### config.mk
export PLATFORM = sky130hd
export DESIGN_NAME = watch_time_counter
export DESIGN_NICKNAME = d
export VERILOG_FILES = /design/src/rtl/watch_time_counter.sv
export SDC_FILE = /design/constraint.sdc
export NUM_CORES = 1
export LEC_CHECK = 0
export BUFFER_PORTS_ARGS = -buffer_cell sky130_fd_sc_hd__buf_2
export CAP_MARGIN = 20
export CORE_MARGIN = 4
export CORE_UTILIZATION = 25
export CTS_CLUSTER_DIAMETER = 40
export DETAILED_ROUTE_END_ITERATION = 8
export GPL_ROUTABILITY_DRIVEN = 0
export SYNTH_ARGS = -nofsm -noshare
export SYNTH_HDL_FRONTEND = slang
export SYNTH_SLANG_ARGS = --single-unit
### constraint.sdc
create_clock -name clk -period 4.9 [get_ports clk]
set_input_delay 0.245 -clock clk [delete_from_list [all_inputs] [get_ports clk]]
set_output_delay 0.245 -clock clk [all_outputs]
set_load 0.005 [all_outputs]
### src/rtl/watch_time_counter.sv
// Calendar watch counter: second..year advanced by a synchronised 1 Hz tick,
// with a sanitising parallel load. Leap years follow the Gregorian rule on the 8-bit year.
module watch_time_counter (
    input  logic        clk,
    input  logic        rst,
    input  logic        clk1sec,
    input  logic [47:0] bin_time,
    input  logic        en_time,
    output logic [7:0]  year,
    output logic [7:0]  month,
    output logic [7:0]  day,
    output logic [7:0]  hour,
    output logic [7:0]  minute,
    output logic [7:0]  second,
    output logic        sec_pulse,
    output logic        day_pulse
);

    function automatic logic is_leap(input logic [7:0] y);
        logic [8:0] y9;
        y9 = {1'b0, y};
        is_leap = ((y[1:0] == 2'd0) && ((y % 8'd100) != 8'd0)) || ((y9 % 9'd400) == 9'd0);
    endfunction

    function automatic logic [7:0] max_date(input logic [7:0] m, input logic [7:0] y);
        case (m)
            8'd4, 8'd6, 8'd9, 8'd11: max_date = 8'd30;
            8'd2:                    max_date = is_leap(y) ? 8'd29 : 8'd28;
            default:                 max_date = 8'd31;
        endcase
    endfunction

    logic       r_sync_q1, r_sync_q2, r_prev;
    logic [7:0] r_year, r_month, r_day, r_hour, r_minute, r_second;
    logic       r_sec_pulse, r_day_pulse;

    logic       w_tick;
    logic [7:0] w_year, w_month, w_day, w_hour, w_minute, w_second;
    logic       w_sec_pulse, w_day_pulse;
    logic [7:0] w_ld_month, w_ld_max, w_cur_max;

    assign w_tick    = r_sync_q2 & ~r_prev;
    assign w_cur_max = max_date(r_month, r_year);

    // Sanitised load fields; day clamps against the already-sanitised month.
    assign w_ld_month = ((bin_time[39:32] == 8'd0) || (bin_time[39:32] > 8'd12)) ? 8'd1 : bin_time[39:32];
    assign w_ld_max   = max_date(w_ld_month, bin_time[47:40]);

    // Synchroniser and rising-edge detector for the 1 Hz input.
    always_ff @(posedge clk or negedge rst) begin
        if (!rst) begin
            r_sync_q1 <= 1'b0;
            r_sync_q2 <= 1'b0;
            r_prev    <= 1'b0;
        end else begin
            r_sync_q1 <= clk1sec;
            r_sync_q2 <= r_sync_q1;
            r_prev    <= r_sync_q2;
        end
    end

    // Next-time computation: load has priority and swallows a coincident tick.
    always_comb begin
        w_year      = r_year;
        w_month     = r_month;
        w_day       = r_day;
        w_hour      = r_hour;
        w_minute    = r_minute;
        w_second    = r_second;
        w_sec_pulse = 1'b0;
        w_day_pulse = 1'b0;
        if (en_time) begin
            w_year   = bin_time[47:40];
            w_month  = w_ld_month;
            w_day    = (bin_time[31:24] == 8'd0) ? 8'd1 :
                       ((bin_time[31:24] > w_ld_max) ? w_ld_max : bin_time[31:24]);
            w_hour   = (bin_time[23:16] > 8'd23) ? 8'd0 : bin_time[23:16];
            w_minute = (bin_time[15:8]  > 8'd59) ? 8'd0 : bin_time[15:8];
            w_second = (bin_time[7:0]   > 8'd59) ? 8'd0 : bin_time[7:0];
        end else if (w_tick) begin
            w_sec_pulse = 1'b1;
            if (r_second == 8'd59) begin
                w_second = 8'd0;
                if (r_minute == 8'd59) begin
                    w_minute = 8'd0;
                    if (r_hour == 8'd23) begin
                        w_hour      = 8'd0;
                        w_day_pulse = 1'b1;
                        if (r_day >= w_cur_max) begin
                            w_day = 8'd1;
                            if (r_month >= 8'd12) begin
                                w_month = 8'd1;
                                w_year  = r_year + 8'd1;
                            end else begin
                                w_month = r_month + 8'd1;
                            end
                        end else begin
                            w_day = r_day + 8'd1;
                        end
                    end else begin
                        w_hour = r_hour + 8'd1;
                    end
                end else begin
                    w_minute = r_minute + 8'd1;
                end
            end else begin
                w_second = r_second + 8'd1;
            end
        end else begin
            w_sec_pulse = 1'b0;
            w_day_pulse = 1'b0;
        end
    end

    // Time and pulse registers.
    always_ff @(posedge clk or negedge rst) begin
        if (!rst) begin
            r_year      <= 8'd1;
            r_month     <= 8'd1;
            r_day       <= 8'd1;
            r_hour      <= 8'd0;
            r_minute    <= 8'd0;
            r_second    <= 8'd0;
            r_sec_pulse <= 1'b0;
            r_day_pulse <= 1'b0;
        end else begin
            r_year      <= w_year;
            r_month     <= w_month;
            r_day       <= w_day;
            r_hour      <= w_hour;
            r_minute    <= w_minute;
            r_second    <= w_second;
            r_sec_pulse <= w_sec_pulse;
            r_day_pulse <= w_day_pulse;
        end
    end

    assign year      = r_year;
    assign month     = r_month;
    assign day       = r_day;
    assign hour      = r_hour;
    assign minute    = r_minute;
    assign second    = r_second;
    assign sec_pulse = r_sec_pulse;
    assign day_pulse = r_day_pulse;

endmodule

Word level (Yosys, flattened, before mapping). Index checks and enable logic that the tools add are counted. Widths: inputs -> output; s select.

Add/sub/neg operators: 6. Divide/modulo/power cells: 4. Order comparisons: 7. Equality and inequality tests: 13. Muxes and demuxes: 49. Bitwise logic cells: 2. Reductions and logical operators: 26.

Operators by type and width (number): $mux 8 (38); $add 8x1->8 const B (6); $eq 8x3->1 const B (4); $eq 8x4->1 const B (4); $logic_not 9->1 (2); $mod 8x9->9 const B (2); $eq 8x2->1 const B (2); $eq 8x6->1 const B (2); $gt 8x6->1 const B (2); $logic_not 8->1 (2); $mod 8x7->8 const B (2); $reduce_bool 8->1 (2); $reduce_bool 2->1 (6); $mux 1 (9); $eq 8x5->1 const B (1); $ge 8x4->1 const B (1); $ge 8x8->1 (1); $gt 8x4->1 const B (1); $gt 8x5->1 const B (1); $gt 8x8->1 (1); $pmux 2 s2 (2); $reduce_or 4->1 (2); $reduce_and 6->1 (1); $reduce_and 5->1 (1); 8 further kinds (12).

Flip-flop bits (word level): 53. Output and inout bits: 50. Logic and storage cells: 118.

Longest topological paths before layout.
Word-level depth: 13. Depth in mapped cells: 14. Gate-level depth less buffers: 13.

Worst setup path before layout. Ideal clock, no wire load.

Path kind: register -> register. Start: register r_year[3] (netlist: year[3]). End: register r_year[3] (netlist: year[3]). Setup time: 123 ps. Data arrival time: 2637 ps. Slack: 2140 ps. Cell stages (with the launch flop): 13. Cell sequence: dfrtp_1 inv_1 ha_1 nand2_1 nor4_1 o221ai_1 nand2_1 a21oi_1 ha_1 o2111a_1 o21ai_1 or4_4 o221a_1.

Longest elaborated chain between the ends: 9. Elaborated cells on any way between the ends: 19. Those cells by class: 1 x add/sub; 2 x div; 1 x order compare; 9 x mux; 6 x reduce/logical.

Ends and longest elaborated chain: start, declared (line 34) `logic [7:0] r_year, r_month, r_day, r_hour, r_minute, r_second;`; start signal, assigned (line 127) `r_year <= w_year;`; parallel branches: the longest is 9 deep, another holds $mod 8x9->9.

Parallel ways; which one is timed is not known. The select of a mux whose other input is x is not followed. A chain may end at the register's enable or synchronous reset.

Worst setup path in the final report. Same ends and word-level chain as after synthesis.

==> run summary <==
The flow ran to the end, and the final reports show no timing, DRC or antenna violations. The highest attainable clock frequency is between 300 and 400 MHz. The remaining number of nets flagged by the antenna check after routing is 0. Ranked by total cell area, the synthesized netlist is headed by sky130_fd_sc_hd__dfrtp_1 (36%), sky130_fd_sc_hd__ha_1 (6.1%), sky130_fd_sc_hd__nor2_1 (4.1%), sky130_fd_sc_hd__o21ai_0 (3.9%), sky130_fd_sc_hd__a21oi_1 (3.6%).

The final hold slack came out at 0.0533 ns. The share of total power in sequential cells is 0.455. The worst setup path is of the reg2reg kind. The worst clock skew came out at around 0.0046 ns.

The switching part of the total is 0.341. TritonCTS built the clock tree. The launch point of the worst reg-to-reg path is year[3]. Dividing the final minimum period by the clock period gives 0.638. The first detailed-routing pass took 4 iterations. The total DRC errors in the routed layout came out at 0.

The estimated wirelength of the detail-placed design is ~7900 µm. The data required time at the worst endpoint came out at 5.08 ns. The endpoint arrival time on the critical path is between 3 and 4 ns. After synthesis the cells add up to 3480 µm². The number of nets in the synthesized netlist came out at 465. ~100 I/O pins were placed. The clock tree buffer depth came out at 2. Measured along the y axis, the die boundary spans 126 µm. The final layout contains routed wiring with a total length of about 11000 µm.

The worst hold path begins at clk1sec. Clock-pin slew was measured on the worst setup and hold paths at 0.07 ns. The share of synthesized flip-flops with an asynchronous set or reset came out at 1.00. The number of buffers inserted during clock tree synthesis came out at 5. The first-pass GRT wire length came out at roughly 18000 µm. The post-route total power came out at about 1.3 mW. The per-cell routed wire length came out at around 16 µm. In this run the cell area measured after placement is roughly 4200 µm².

For the final routed database, the setup TNS stands at 0 ns. The global-route total usage across every layer is 0.131. The number of placed cells counting well taps came out at approximately 660. The non-filler instance count after layout is ~670. For this configuration, the core starts out at a cell density of 0.259. Synthesis produced a netlist whose cell count is approximately 400.

The worst setup path is launched from a register. The proportion of netlist area held by the largest area contributor came out at 0.359. The maximum vdd ir drop is roughly 140 µV. The quantity of I/O buffers inserted on ports is slightly above 100. The power density over cell area is slightly below 300 nW/µm².

The number of buffers added to fix hold violations after cts is 0. The leakage power is about 2 nW. Counting flops and latches in the post-synthesis netlist gives 53. In this run the clock root is driven by a sky130_fd_sc_hd__clkbuf_16.

The via count of the first global-routing pass was between 3000 and 4000. Gates resized during post-CTS repair numbered 0. Synthesis instantiated between 60 and 70 different standard cells from the library.

The final net count is ~560. The part of the power in the clock network is 0.276. The top cell type by total area after synthesis is sky130_fd_sc_hd__dfrtp_1. The placement row count came out at between 40 and 50. The final setup violation count came out at 0.

The later-pin clock latency in the skew report came out at slightly below 0.3 ns. The average cell area after synthesis is 8.80 µm². The x dimension of the die came out at 126 µm. The detailed router placed 3514 vias in this run. For this run, the register share of the synthesized area comes to 0.382. The critical path starts at year[3]. 0 antenna diodes ended up in the layout. The number of antenna violations at the first check in global routing is 0.

The number of H-tree branching levels is 2. Setup repair after global routing left no endpoint under its margin. In this run the register-to-register setup slack is between 1.5 and 2 ns.

The reported max-cap violation count came out at 0. The worst setup path is captured at a register. The net switching component of the power came out at ~430 µW. In this run, synthesis inferred 0 flip-flops with an integrated enable. Clock tree synthesis found a total of 53 sinks. The count of endpoints failing hold in the final timing report was 0. The transition at the pin with the smallest max-transition slack came out at 1.07 ns.

The per-cell via count in the routed design came out at about 5.2. Of all nets on the critical path, the largest fanout is 10. The cell with the most instances after synthesis is sky130_fd_sc_hd__dfrtp_1. Of the total power, combinational logic draws 0.269. Global routing finished with a remaining overflow of 0.

The final count of pins violating max slew is 0. The commonest cells after synthesis are sky130_fd_sc_hd__dfrtp_1 (50), sky130_fd_sc_hd__nor2_1 (38), sky130_fd_sc_hd__nand2_1 (31). The final cell area excluding filler cells is approximately 4300 µm².

The smallest clock period supported by the final layout is computed as between 3 and 4 ns. The cell internal power dissipation came out at about 830 µW. The area of the placeable core came out at around 13000 µm². The total die area came out at 15900 µm².

The count of yosys warnings during synthesis came out at 0. The worst slew margin relative to its limit came out at 0.281. The number of post-CTS setup repair buffers came out at 0.

The pin count of the biggest net entering global routing is 54. The layout overhead on the synthesized area is 23.7%. The main flop type after synthesis is sky130_fd_sc_hd__dfrtp_1. The fraction of layout cells with a size suffix above 1 came out at 0.265. The kind of path behind the tightest hold check is in2reg. The first routing iteration left between 200 and 250 violations.
[worst paths after layout]
kind                       depth (start not counted)         to
setup / recovery                                  12    year[3]
hold / removal                                     1  r_sync_q1
setup reg to reg                                  12    year[3]
hold reg to reg                                    0  r_sync_q2
max in group asynchronous                          2  second[1]
min in group asynchronous                          2    hour[0]
[layout by cell type (no fill, tap or decap), types with 6 or more instances in the layout]
| cell type | n |
|---|---|
| sky130_fd_sc_hd__ha_1 | 17 |
| sky130_fd_sc_hd__dfrtp_1 | 50 |
| sky130_fd_sc_hd__and3_1 | 10 |
| sky130_fd_sc_hd__buf_2 | 101 |
| sky130_fd_sc_hd__nand4_1 | 9 |
| sky130_fd_sc_hd__nor4_1 | 7 |
| sky130_fd_sc_hd__inv_1 | 26 |
| sky130_fd_sc_hd__nand3_1 | 19 |
| sky130_fd_sc_hd__a21oi_1 | 25 |
| sky130_fd_sc_hd__and2_1 | 6 |
| sky130_fd_sc_hd__o21ai_0 | 27 |
| sky130_fd_sc_hd__nor2_1 | 38 |
| sky130_fd_sc_hd__nor3_1 | 10 |
| sky130_fd_sc_hd__nand2_1 | 31 |
[worst max-delay path, stage by stage, from the launching register on]
cell and delay [ns]:
sky130_fd_sc_hd__dfrtp_1 0.50, sky130_fd_sc_hd__inv_1 0.10, sky130_fd_sc_hd__ha_1 0.28, sky130_fd_sc_hd__nand2_1 0.05
sky130_fd_sc_hd__nor4_1 0.16, sky130_fd_sc_hd__o221ai_1 0.16, sky130_fd_sc_hd__nand2_1 0.09, sky130_fd_sc_hd__a21oi_1 0.07
sky130_fd_sc_hd__ha_1 0.27, sky130_fd_sc_hd__o2111a_1 0.25, sky130_fd_sc_hd__o21ai_1 0.64, sky130_fd_sc_hd__nor3_1 0.16
sky130_fd_sc_hd__o221a_1 0.28
[registers in the layout, indices dropped and copies added (netlist names)]
signal and cells:
day 8, hour 8, minute 8, month 8, second 8, year 8, day_pulse 1, r_prev 1
r_sync_q1 1, r_sync_q2 1, sec_pulse 1
[metal layers]
layer,track usage,wire (µm)
met2,0.225,5170
met1,0.164,4580
met5,0,0
met4,0.0309,133
met3,0.0373,626
[power groups by stage]
stage / Sequential, mW / Clock [mW] / Combinational, mW
CTS: 0.574 / 0.366 / 0.346
floorplan: 0.567 / 0 / 0.203
finish: 0.575 / 0.349 / 0.340
global route: 0.588 / 0.382 / 0.389
detailed placement: 0.582 / 0 / 0.345
global placement: 0.579 / 0 / 0.337
[through the flow]
stage | utilization | worst slack (ns)
2_1_floorplan | - | 2.14
4_1_cts | 0.320 | 1.77
5_1_grt | 0.320 | 1.48
3_5_place_dp | 0.310 | 1.77
3_3_place_gp | 0.310 | 1.94
6_report | 0.320 | 1.77
[logic make-up after synthesis]
group / share of synthesized area
buffers and inverters: 0.0445
AOI/OAI and AO/OA: 0.228
xor gates and xnor gates: 0.0101
and+or+nand+nor: 0.257
adders and majority gates: 0.0610
muxes: 0.0183
DFF: 0.382
[layout make-up]
class | instances | area (µm²)
Multi-Input combinational cell | 304 | 2000
Clock inverter | 2 | 10.0
Inverter | 27 | 101
Clock buffer | 6 | 129
Tap cell | 176 | 220
Sequential cell | 53 | 1330
Timing Repair Buffer | 103 | 520
Fill cell | 1472 | 9140
No activity file was read; power rests on OpenSTA's default activity.
